<file path="config.mk">
export PLATFORM = sky130hd
export DESIGN_NAME = adder_result_collector
export DESIGN_NICKNAME = d
export VERILOG_FILES = /design/src/rtl/adder_pkg.sv /design/src/rtl/result_fifo.sv /design/src/rtl/adder_result_collector.sv
export SDC_FILE = /design/constraint.sdc
export NUM_CORES = 1
export LEC_CHECK = 0
export CORE_MARGIN = 1
export CORE_UTILIZATION = 46
export DETAILED_ROUTE_END_ITERATION = 10
export HOLD_SLACK_MARGIN = 0.12
export PLACE_DENSITY = 0.7
export SYNTH_ARGS = -nofsm -noshare
export SYNTH_HDL_FRONTEND = slang
export SYNTH_HIERARCHICAL = 1
export SYNTH_SLANG_ARGS = --single-unit
</file>
<file path="constraint.sdc">
create_clock -name clk -period 4.6 [get_ports clk]
set_input_delay 0.69 -clock clk [delete_from_list [all_inputs] [get_ports clk]]
set_output_delay 0.69 -clock clk [all_outputs]
set_load 0.005 [all_outputs]
</file>
<file path="src/rtl/adder_pkg.sv">
// Shared defaults for the sequential adder, its result collector and the bench.
package adder_pkg;
  localparam int ADDER_WIDTH   = 8;
  localparam int ADDER_DEPTH   = 8;
  localparam int ADDER_LATENCY = 1;

  typedef logic [$clog2(ADDER_DEPTH):0] cnt_t;
endpackage

</file>
<file path="src/rtl/result_fifo.sv">
// Generic synchronous FIFO, first-word-fall-through, pointers with a wrap bit.
module result_fifo #(
  parameter int W = 8,
  parameter int D = 8
) (
  input  logic               clk,
  input  logic               reset,
  input  logic               push,
  input  logic [W-1:0]       wdata,
  input  logic               pop,
  output logic [W-1:0]       rdata,
  output logic [$clog2(D):0] count,
  output logic               full,
  output logic               empty
);
  localparam int AW = $clog2(D);
  localparam int PW = AW + 1;

  logic [W-1:0]  mem [D];
  logic [PW-1:0] wr_ptr, rd_ptr;

  always_ff @(posedge clk or negedge reset) begin
    if (!reset) begin
      wr_ptr <= '0;
      rd_ptr <= '0;
    end else begin
      if (push) wr_ptr <= wr_ptr + PW'(1);
      if (pop)  rd_ptr <= rd_ptr + PW'(1);
    end
  end

  always_ff @(posedge clk) begin
    if (push) mem[wr_ptr[AW-1:0]] <= wdata;
  end

  // Same index with opposite wrap bits means every slot is occupied.
  assign empty = (wr_ptr == rd_ptr);
  assign full  = (wr_ptr[AW-1:0] == rd_ptr[AW-1:0]) && (wr_ptr[AW] != rd_ptr[AW]);
  assign count = wr_ptr - rd_ptr;
  assign rdata = empty ? '0 : mem[rd_ptr[AW-1:0]];
endmodule

</file>
<file path="src/rtl/adder_result_collector.sv">
// Captures sequential_adder sums (validity rebuilt from a delayed en_i) into an
// in-order FIFO for a ready/valid consumer; flags sums lost to a full FIFO.
module adder_result_collector import adder_pkg::*; #(
  parameter int WIDTH   = ADDER_WIDTH,
  parameter int DEPTH   = ADDER_DEPTH,
  parameter int LATENCY = ADDER_LATENCY
) (
  input  logic                   clk,
  input  logic                   reset,
  input  logic                   en_i,
  input  logic [WIDTH-1:0]       sum_i,
  output logic                   out_valid,
  input  logic                   out_ready,
  output logic [WIDTH-1:0]       out_data,
  output logic [$clog2(DEPTH):0] count,
  output logic                   full,
  output logic                   empty,
  output logic                   overflow,
  input  logic                   clr_ovf
);
  logic [LATENCY:1] vld_pipe;
  logic             cap, push, pop, drop;

  always_ff @(posedge clk or negedge reset) begin
    if (!reset) begin
      vld_pipe <= '0;
    end else begin
      vld_pipe[1] <= en_i;
      for (int i = 2; i <= LATENCY; i++) vld_pipe[i] <= vld_pipe[i-1];
    end
  end

  assign cap  = vld_pipe[LATENCY];
  assign pop  = out_valid && out_ready;
  // A pop in the same cycle frees the slot, so a full FIFO can still accept.
  assign push = cap && (!full || pop);
  assign drop = cap && full && !pop;

  result_fifo #(.W(WIDTH), .D(DEPTH)) u_fifo (
    .clk   (clk),
    .reset (reset),
    .push  (push),
    .wdata (sum_i),
    .pop   (pop),
    .rdata (out_data),
    .count (count),
    .full  (full),
    .empty (empty)
  );

  assign out_valid = !empty;

  always_ff @(posedge clk or negedge reset) begin
    if (!reset)       overflow <= 1'b0;
    else if (drop)    overflow <= 1'b1;
    else if (clr_ovf) overflow <= 1'b0;
  end
endmodule

</file>
==> results by group, run 1 <==
Run status
  • Outcome: finished, violations left
  • Failing checks: design-rule violations

Min path
  • Hold Startpoint: u_fifo/rd_ptr[3]
  • Hold Path Class: reg2reg

Detailed routing
  • Mean routed wirelength per cell: 18.0 um
  • DRC viols: 4
  • Drt pass-1 iters: 7
  • Antenna-violating nets left: 0
  • WL final: 5.63 mm
  • DRT iter0 DRCs: 127
  • Vias per cell: 5.34
  • Via count: 1671

Clocking
  • H-Tree Level Count: 3
  • Clock Sinks: 74
  • Post-cts sizing count: 0
  • Clock Path Buffers: 2
  • Post-CTS setup buffers: 0
  • Clock root cell: clkbuf_8
  • Worst-Skew Late Latency: 0.33 ns
  • CTS tree: done
  • TritonCTS Buffers: 9
  • Hold_buf cts: 0
  • CTS clk-pin slew, worst paths: 0.06 ns

Setup path
  • R2R Setup Slk: 1.75 ns
  • Crit-path cells: buf_4 > mux2i_1 > a22oi_1 > nand2_1 > a221oi_1 > clkdlybuf4s50_1
  • Largest delay contributor family on the critical path: buffers and inverters
  • R2R Path End: u_fifo/mem[2][0]
  • CP Max Fanout: 35
  • Setup crit start kind: flip-flop
  • Critical R2R Launch: u_fifo/rd_ptr[1]
  • Kind of end point of the critical path: output port
  • Setup CP Type: reg2out
  • Critical path depth in cells: 6
  • Slowest stage cell on the critical path: clkdlybuf4s50_1
  • CP Data Required Time: 3.91 ns
  • Worst path bufs/invs: 2
  • Crit-path max cell delay: 0.57 ns
  • CP endpoint: out_data[0]
  • Reg2Reg Depth: 8
  • Crit path arrival time: 2.54 ns
  • Critical path startpoint: u_fifo/rd_ptr[0]

Die
  • FP Rows: 29
  • CORE AREA: 6420 um2
  • Top-level port count: 29
  • Die Ht: 84.2 um
  • Die footprint: 7090 um2
  • Horiz. Die Dim: 84.2 um
  • Starting density of the core: 48.4%

Placed design
  • DPL Wire Length: 3.55 mm
  • Number of port buffers: 28
  • Global placer's final weighted congestion: 0.779

GRT
  • Initial antenna violation count: 0
  • Global-route wire length before repair: 8.97 mm
  • Total GRT Usage: 17.5%
  • Vias in the first global route: 1699
  • Largest net degree at the start of global routing: 36
  • Gr ovfl total: 0

Synthesis
  • XOR/XNOR Fraction of Synth Area: 2.54%
  • Synth Area in Compound Gates: 5.35%
  • Cell variety after synth: 28
  • Register area share after synthesis: 69.9%
  • Post-synth top area share: 61.8%
  • Synth warn: 6
  • Ys async rst share: 13.5%
  • Adder-Cell Fraction of Synth Area: 2.66%
  • Largest family of logic cells by synthesized area: multiplexers
  • Post-synth EDFFs: 64
  • Top-count cell post-synth: edfxtp_1
  • Syn nets: 214
  • Mapped Cells: 195
  • Seq cells post-synth: 74
  • Synthesized area: 3110 um2
  • Synth cell count leaders: edfxtp_1, mux2i_1, nand2_1, inv_1, dfrtp_1
  • Multiplexer share of the synthesized area: 10.3%
  • Synth Area in Simple Gates: 5.52%
  • Mean area per synthesized cell: 15.9 um2
  • Most used DFF post-synth: edfxtp_1
  • Top post-synthesis cells by area: edfxtp_1, mux2i_1, dfrtp_1
  • Cell taking the most area after synthesis: edfxtp_1

Timing
  • Pins Over Slew Limit: 0
  • Clock Skew: 0.00718 ns
  • Max Freq: 309 MHz
  • Hold violation total from the final report: 0
  • Slew @ Worst Pin: 0.898 ns
  • Fin Setup TNS: 0 ns
  • Min cycle time layout: 3.23 ns
  • Slew Limit Headroom: 39.9%
  • RSZ-0062 raised after global routing: false
  • # setup viols final: 0
  • Final Cycle Share: 70.3%

Power and ir drop
  • Clock share of power: 18.5%
  • Cell internal pwr: 1.68 mW
  • VDD IR max: 0.000272 V
  • Switching pwr: 820 uW
  • Register share of total power: 37.2%
  • Comb power frac: 44.3%
  • Static leakage: 1.36 nW
  • Pwr dens: 691 nW/um2
  • Switching Share: 32.8%

Layout
  • Fin util: 56.2%
  • Nets: 250
  • Synthesis-to-finish area growth: 16.2%
  • Layout cells sized above 1: 7.63%
  • N_diodes: 0
  • Fill cells: 512

Flow run
  • Max_cap viols: 0
==> power groups by stage <==
| stage | Clock (mW) | Combinational [mW] | Sequential (mW) |
|---|---|---|---|
| finish | 0.461 | 1.11 | 0.929 |
| global route | 0.505 | 1.21 | 0.940 |
| CTS | 0.473 | 1.12 | 0.928 |
| detailed placement | 0 | 1.11 | 0.941 |
| global placement | 0 | 1.11 | 0.937 |
| floorplan | 0 | 0.685 | 0.926 |
==> cell usage in the layout, fill, tap and decap left out, types with 5 or more instances in the layout <==
cell and n:
edfxtp_1 64, a221oi_1 8, clkdlybuf4s50_1 28, ha_1 5
a22oi_1 8, nor2_1 9, xnor2_1 6, inv_1 11
nand2_1 17, dfrtp_1 9, mux2i_1 32, clkbuf_8 9
==> worst min-delay path by stage <==
stage                                  end  slack [ns]  cells past startpoint
after floorplan                        cap        0.39                      0
after global placement    u_fifo/rd_ptr[3]        0.48                      1
after detailed placement  u_fifo/rd_ptr[3]        0.49                      1
after CTS                 u_fifo/rd_ptr[3]        0.50                      1
after global routing      u_fifo/rd_ptr[3]        0.51                      1
final                     u_fifo/rd_ptr[3]        0.50                      1
==> registers in the layout, summed over array words and instances (netlist names) <==
| register | count |
|---|---|
| u_fifo/mem | 64 |
| overflow | 1 |
| cap | 1 |
| u_fifo/wr_ptr | 4 |
| u_fifo/rd_ptr | 4 |
==> routing by layer <==
| metal | GRT usage, % | routed length (um) |
|---|---|---|
| met4 | 10.3 | 108 |
| met1 | 24.2 | 2620 |
| met2 | 26.2 | 2780 |
| met5 | 0 | 0 |
| met3 | 3.05 | 125 |
==> worst reg2reg max path, stage by stage (launching register included) <==
cell and delay, ns:
dfrtp_1 0.45, inv_1 0.08, ha_1 0.34, nand4_4 0.20, inv_1 0.12, nor2b_4 0.20
o21a_1 0.24, nand2_1 0.14, nor2_1 0.71
==> layout make-up <==
type	count	area, um2	area share [%]
clock buffers	13	139	3.84
clock inverters	3	40.0	1.11
inverters	11	41.3	1.14
multi-input cells	104	820	22.7
flip-flops and latches	74	2170	60.2
well taps	77	96.3	2.67
repair buffers	31	303	8.38
==> logic make-up (layout without fill, tap and decap cells) <==
family | count (synthesis) | count (layout)
XOR/XNOR | 9 | 9
buffers and inverters | 17 | 58
multiplexers | 32 | 32
flip-flops | 74 | 74
adder cells (fa/ha/maj) | 6 | 6
AND/OR/NAND/NOR | 35 | 35
AO/OA/AOI/OAI | 22 | 22
==> per-stage QoR <==
step	cells	worst slack (ns)	total power, mW	hold WS (ns)	instance area [um2]
after floorplan	195	2.04	1.61	0.394	3110
after global placement	297	1.71	2.05	0.481	3430
after global routing	313	1.17	2.66	0.510	3610
final	313	1.37	2.50	0.499	3610
after detailed placement	297	1.68	2.06	0.490	3430
after CTS	313	1.35	2.52	0.504	3610
(Power assumes the default switching activity.)
==> run 2: changes to the inputs <==
PLACE_DENSITY = 0.73   (was 0.7)
clock period = 2.8 ns   (was 4.6 ns; I/O delays follow)
==> results by group, run 2 (same netlist as run 1, synthesis figures left out) <==
Run status
  • Outcome: finished, violations left
  • Failing checks: design-rule violations

Die
  • Die footprint: 7090 um2 (unchanged)
  • FP Rows: 29 (unchanged)
  • Horiz. Die Dim: 84.2 um (unchanged)
  • CORE AREA: 6420 um2 (unchanged)
  • Die Ht: 84.2 um (unchanged)
  • Top-level port count: 29 (unchanged)
  • Starting density of the core: 48.4% (unchanged)

Power and ir drop
  • Total power: 4.36 mW (+75%)
  • Comb power frac: 45.3% (+1.0 points)
  • Switching Share: 32.3% (-0.52 points)
  • Clock share of power: 19.5% (+1.0 points)
  • Switching pwr: 1.41 mW (+72%)
  • Register share of total power: 35.2% (-2.0 points)
  • Cell internal pwr: 2.95 mW (+76%)
  • Pwr dens: 1150 nW/um2 (+67%)
  • Static leakage: 1.46 nW (+6.9%)
  • VDD IR max: 0.000447 V (+64%)

Detailed routing
  • Via count: 1749 (+4.7%)
  • DRC viols: 6 (+2)
  • Mean routed wirelength per cell: 18.0 um (+0.33%)
  • WL final: 5.86 mm (+4.2%)
  • Drt pass-1 iters: 7 (unchanged)
  • DRT iter0 DRCs: 121 (-4.7%)
  • Antenna-violating nets left: 0 (unchanged)
  • Vias per cell: 5.38 (+0.80%)

Setup path
  • Crit-path cells: ha_1 > a21o_1 > a21oi_1 > xnor2_1 > clkdlybuf4s50_1
  • Crit-path max cell delay: 0.52 ns (-0.05 ns)
  • Setup crit start kind: flip-flop
  • Setup CP Type: reg2out
  • CP Data Required Time: 2.38 ns (-1.53 ns)
  • Kind of end point of the critical path: output port
  • Slowest stage cell on the critical path: clkdlybuf4s50_1
  • CP Max Fanout: 7 (-80%)
  • Crit path arrival time: 2.23 ns (-0.31 ns)

Layout
  • Commonest non-fill, non-tap cell in the layout: edfxtp_1
  • Most frequent cells in the layout: edfxtp_1, mux2i_1, clkdlybuf4s50_1
  • Layout cells sized above 1: 14.1% (+6.5 points)
  • N_diodes: 0 (unchanged)
  • Flip-flop count of the largest register after layout: 64 (unchanged)
  • Synthesis-to-finish area growth: 21.6%
  • Nets: 263 (+5.2%)

Clocking
  • Hold_buf cts: 0 (unchanged)
  • Worst-Skew Late Latency: 0.33 ns (about the same)
  • CTS clk-pin slew, worst paths: 0.07 ns (about the same)
  • Clock Path Buffers: 2 (unchanged)
  • Clock Sinks: 74 (unchanged)
  • TritonCTS Buffers: 9 (unchanged)
  • Clock root cell: clkbuf_8
  • H-Tree Level Count: 3 (unchanged)
  • CTS tree: done

GRT
  • Gr ovfl total: 0 (unchanged)
  • Total GRT Usage: 17.9% (+0.35 points)
  • Vias in the first global route: 1721 (+1.3%)
  • Global-route wire length before repair: 9.12 mm (+1.7%)
  • Largest net degree at the start of global routing: 36 (unchanged)
  • Initial antenna violation count: 0 (unchanged)

Min path
  • Hold Path Class: in2async

Timing
  • Max Freq: 377 MHz
  • Clock Skew: 0.00590 ns (-0.00128 ns)
  • Pins Over Slew Limit: 0 (unchanged)
  • # setup viols final: 0 (unchanged)
  • Hold violation total from the final report: 0 (unchanged)
  • Worst setup margin: 0.150 ns (-1.22 ns)
  • Fin Setup TNS: 0 ns (unchanged)
  • Final Cycle Share: 94.6%
  • Slew @ Worst Pin: 0.476 ns (-0.421 ns)
  • Slew Limit Headroom: 68.0% (+28 points)
  • Min cycle time layout: 2.65 ns
  • RSZ-0062 raised after global routing: false

Placed design
  • Global placer's final weighted congestion: 0.805 (+3.2%)
  • Pre-CTS setup slack: 0.360 ns (-1.32 ns)
  • DPL Wire Length: 3.77 mm (+6.1%)
  • Number of port buffers: 28 (unchanged)

Flow run
  • Max_cap viols: 0 (unchanged)
[run 2: cell types whose count changed in the layout (fill, tap and decap cells not counted), sizes merged]
cell,previous run,this run
buf,3,15
clkbuf,13,10
clkinvlp,0,2
bufinv,1,2
clkdlybuf4s50,28,27
dlymetal6s2s,0,1
[run 2: per-layer routing]
metal | track usage (%) | up-vias | wire length (um) | share of wire [%]
met5 | 0 | - | 0 | 0
met2 | 27.2 | 42 | 2840 | 48
met3 | 3.24 | 4 | 255 | 4.4
met4 | 8.46 | 0 | 70 | 1.2
li1 | - | 833 | - | -
met1 | 25.2 | 870 | 2690 | 46
[run 2: path summary, 6_finish.rpt]
kind | from | endpoint | cells past startpoint | slack, ns
worst max-delay path | u_fifo/wr_ptr[1] | count[3] | 5 | 0.15
worst min register to register | u_fifo/rd_ptr[3] | u_fifo/rd_ptr[3] | 1 | 0.50
min in group clk | u_fifo/rd_ptr[3] | u_fifo/rd_ptr[3] | 1 | 0.50
max in group asynchronous | reset | u_fifo/rd_ptr[1] | 1 | 2.05
worst min-delay path | reset | overflow | 1 | 0.40
worst max register to register | u_fifo/wr_ptr[2] | u_fifo/mem[2][4] | 8 | 0.41
[run 2: cell type report]
type,count,area (um2)
Fill cell,486,2640
Sequential cell,74,2170
Multi-Input combinational cell,104,827
Timing Repair Buffer,44,433
Clock buffer,9,124
Tap cell,77,96.3
Clock inverter,6,82.6
Inverter,11,41.3
[run 2: power by group through the flow]
| stage | Sequential, mW | Clock [mW] | Combinational [mW] |
|---|---|---|---|
| 5_1_grt | 1.55 | 0.924 | 2.14 |
| 3_3_place_gp | 1.54 | 0 | 1.90 |
| 3_5_place_dp | 1.55 | 0 | 1.93 |
| 4_1_cts | 1.52 | 0.867 | 1.93 |
| 2_1_floorplan | 1.52 | 0 | 1.12 |
| 6_report | 1.53 | 0.850 | 1.98 |
[run 2: metrics by stage]
| step | hold WS [ns] | cell area [um2] | std cells | utilization (%) |
|---|---|---|---|---|
| after CTS | 0.400 | 3730 | 323 | 58.2 |
| after floorplan | 0.124 | 3110 | 195 | - |
| final | 0.404 | 3780 | 325 | 58.8 |
| after detailed placement | 0.486 | 3530 | 308 | 54.9 |
| after global routing | 0.420 | 3780 | 325 | 58.8 |
| after global placement | 0.478 | 3530 | 308 | 54.9 |
[run 2: critical path: cells and delay by family, from the launching register on]
| kind | cells | cell delay (ns) |
|---|---|---|
| xor gates and xnor gates | 1 | 0.15 |
| buffers and inverters | 1 | 0.52 |
| adders and majority gates | 1 | 0.39 |
| DFF | 1 | 0.46 |
| AOI/OAI and AO/OA | 2 | 0.40 |
[run 2: timing repair]
action / in CTS / in global routing
gates resized for setup: 0 / 4
setup buffers: 0 / 1
setup endpoints to repair: 0 / 6
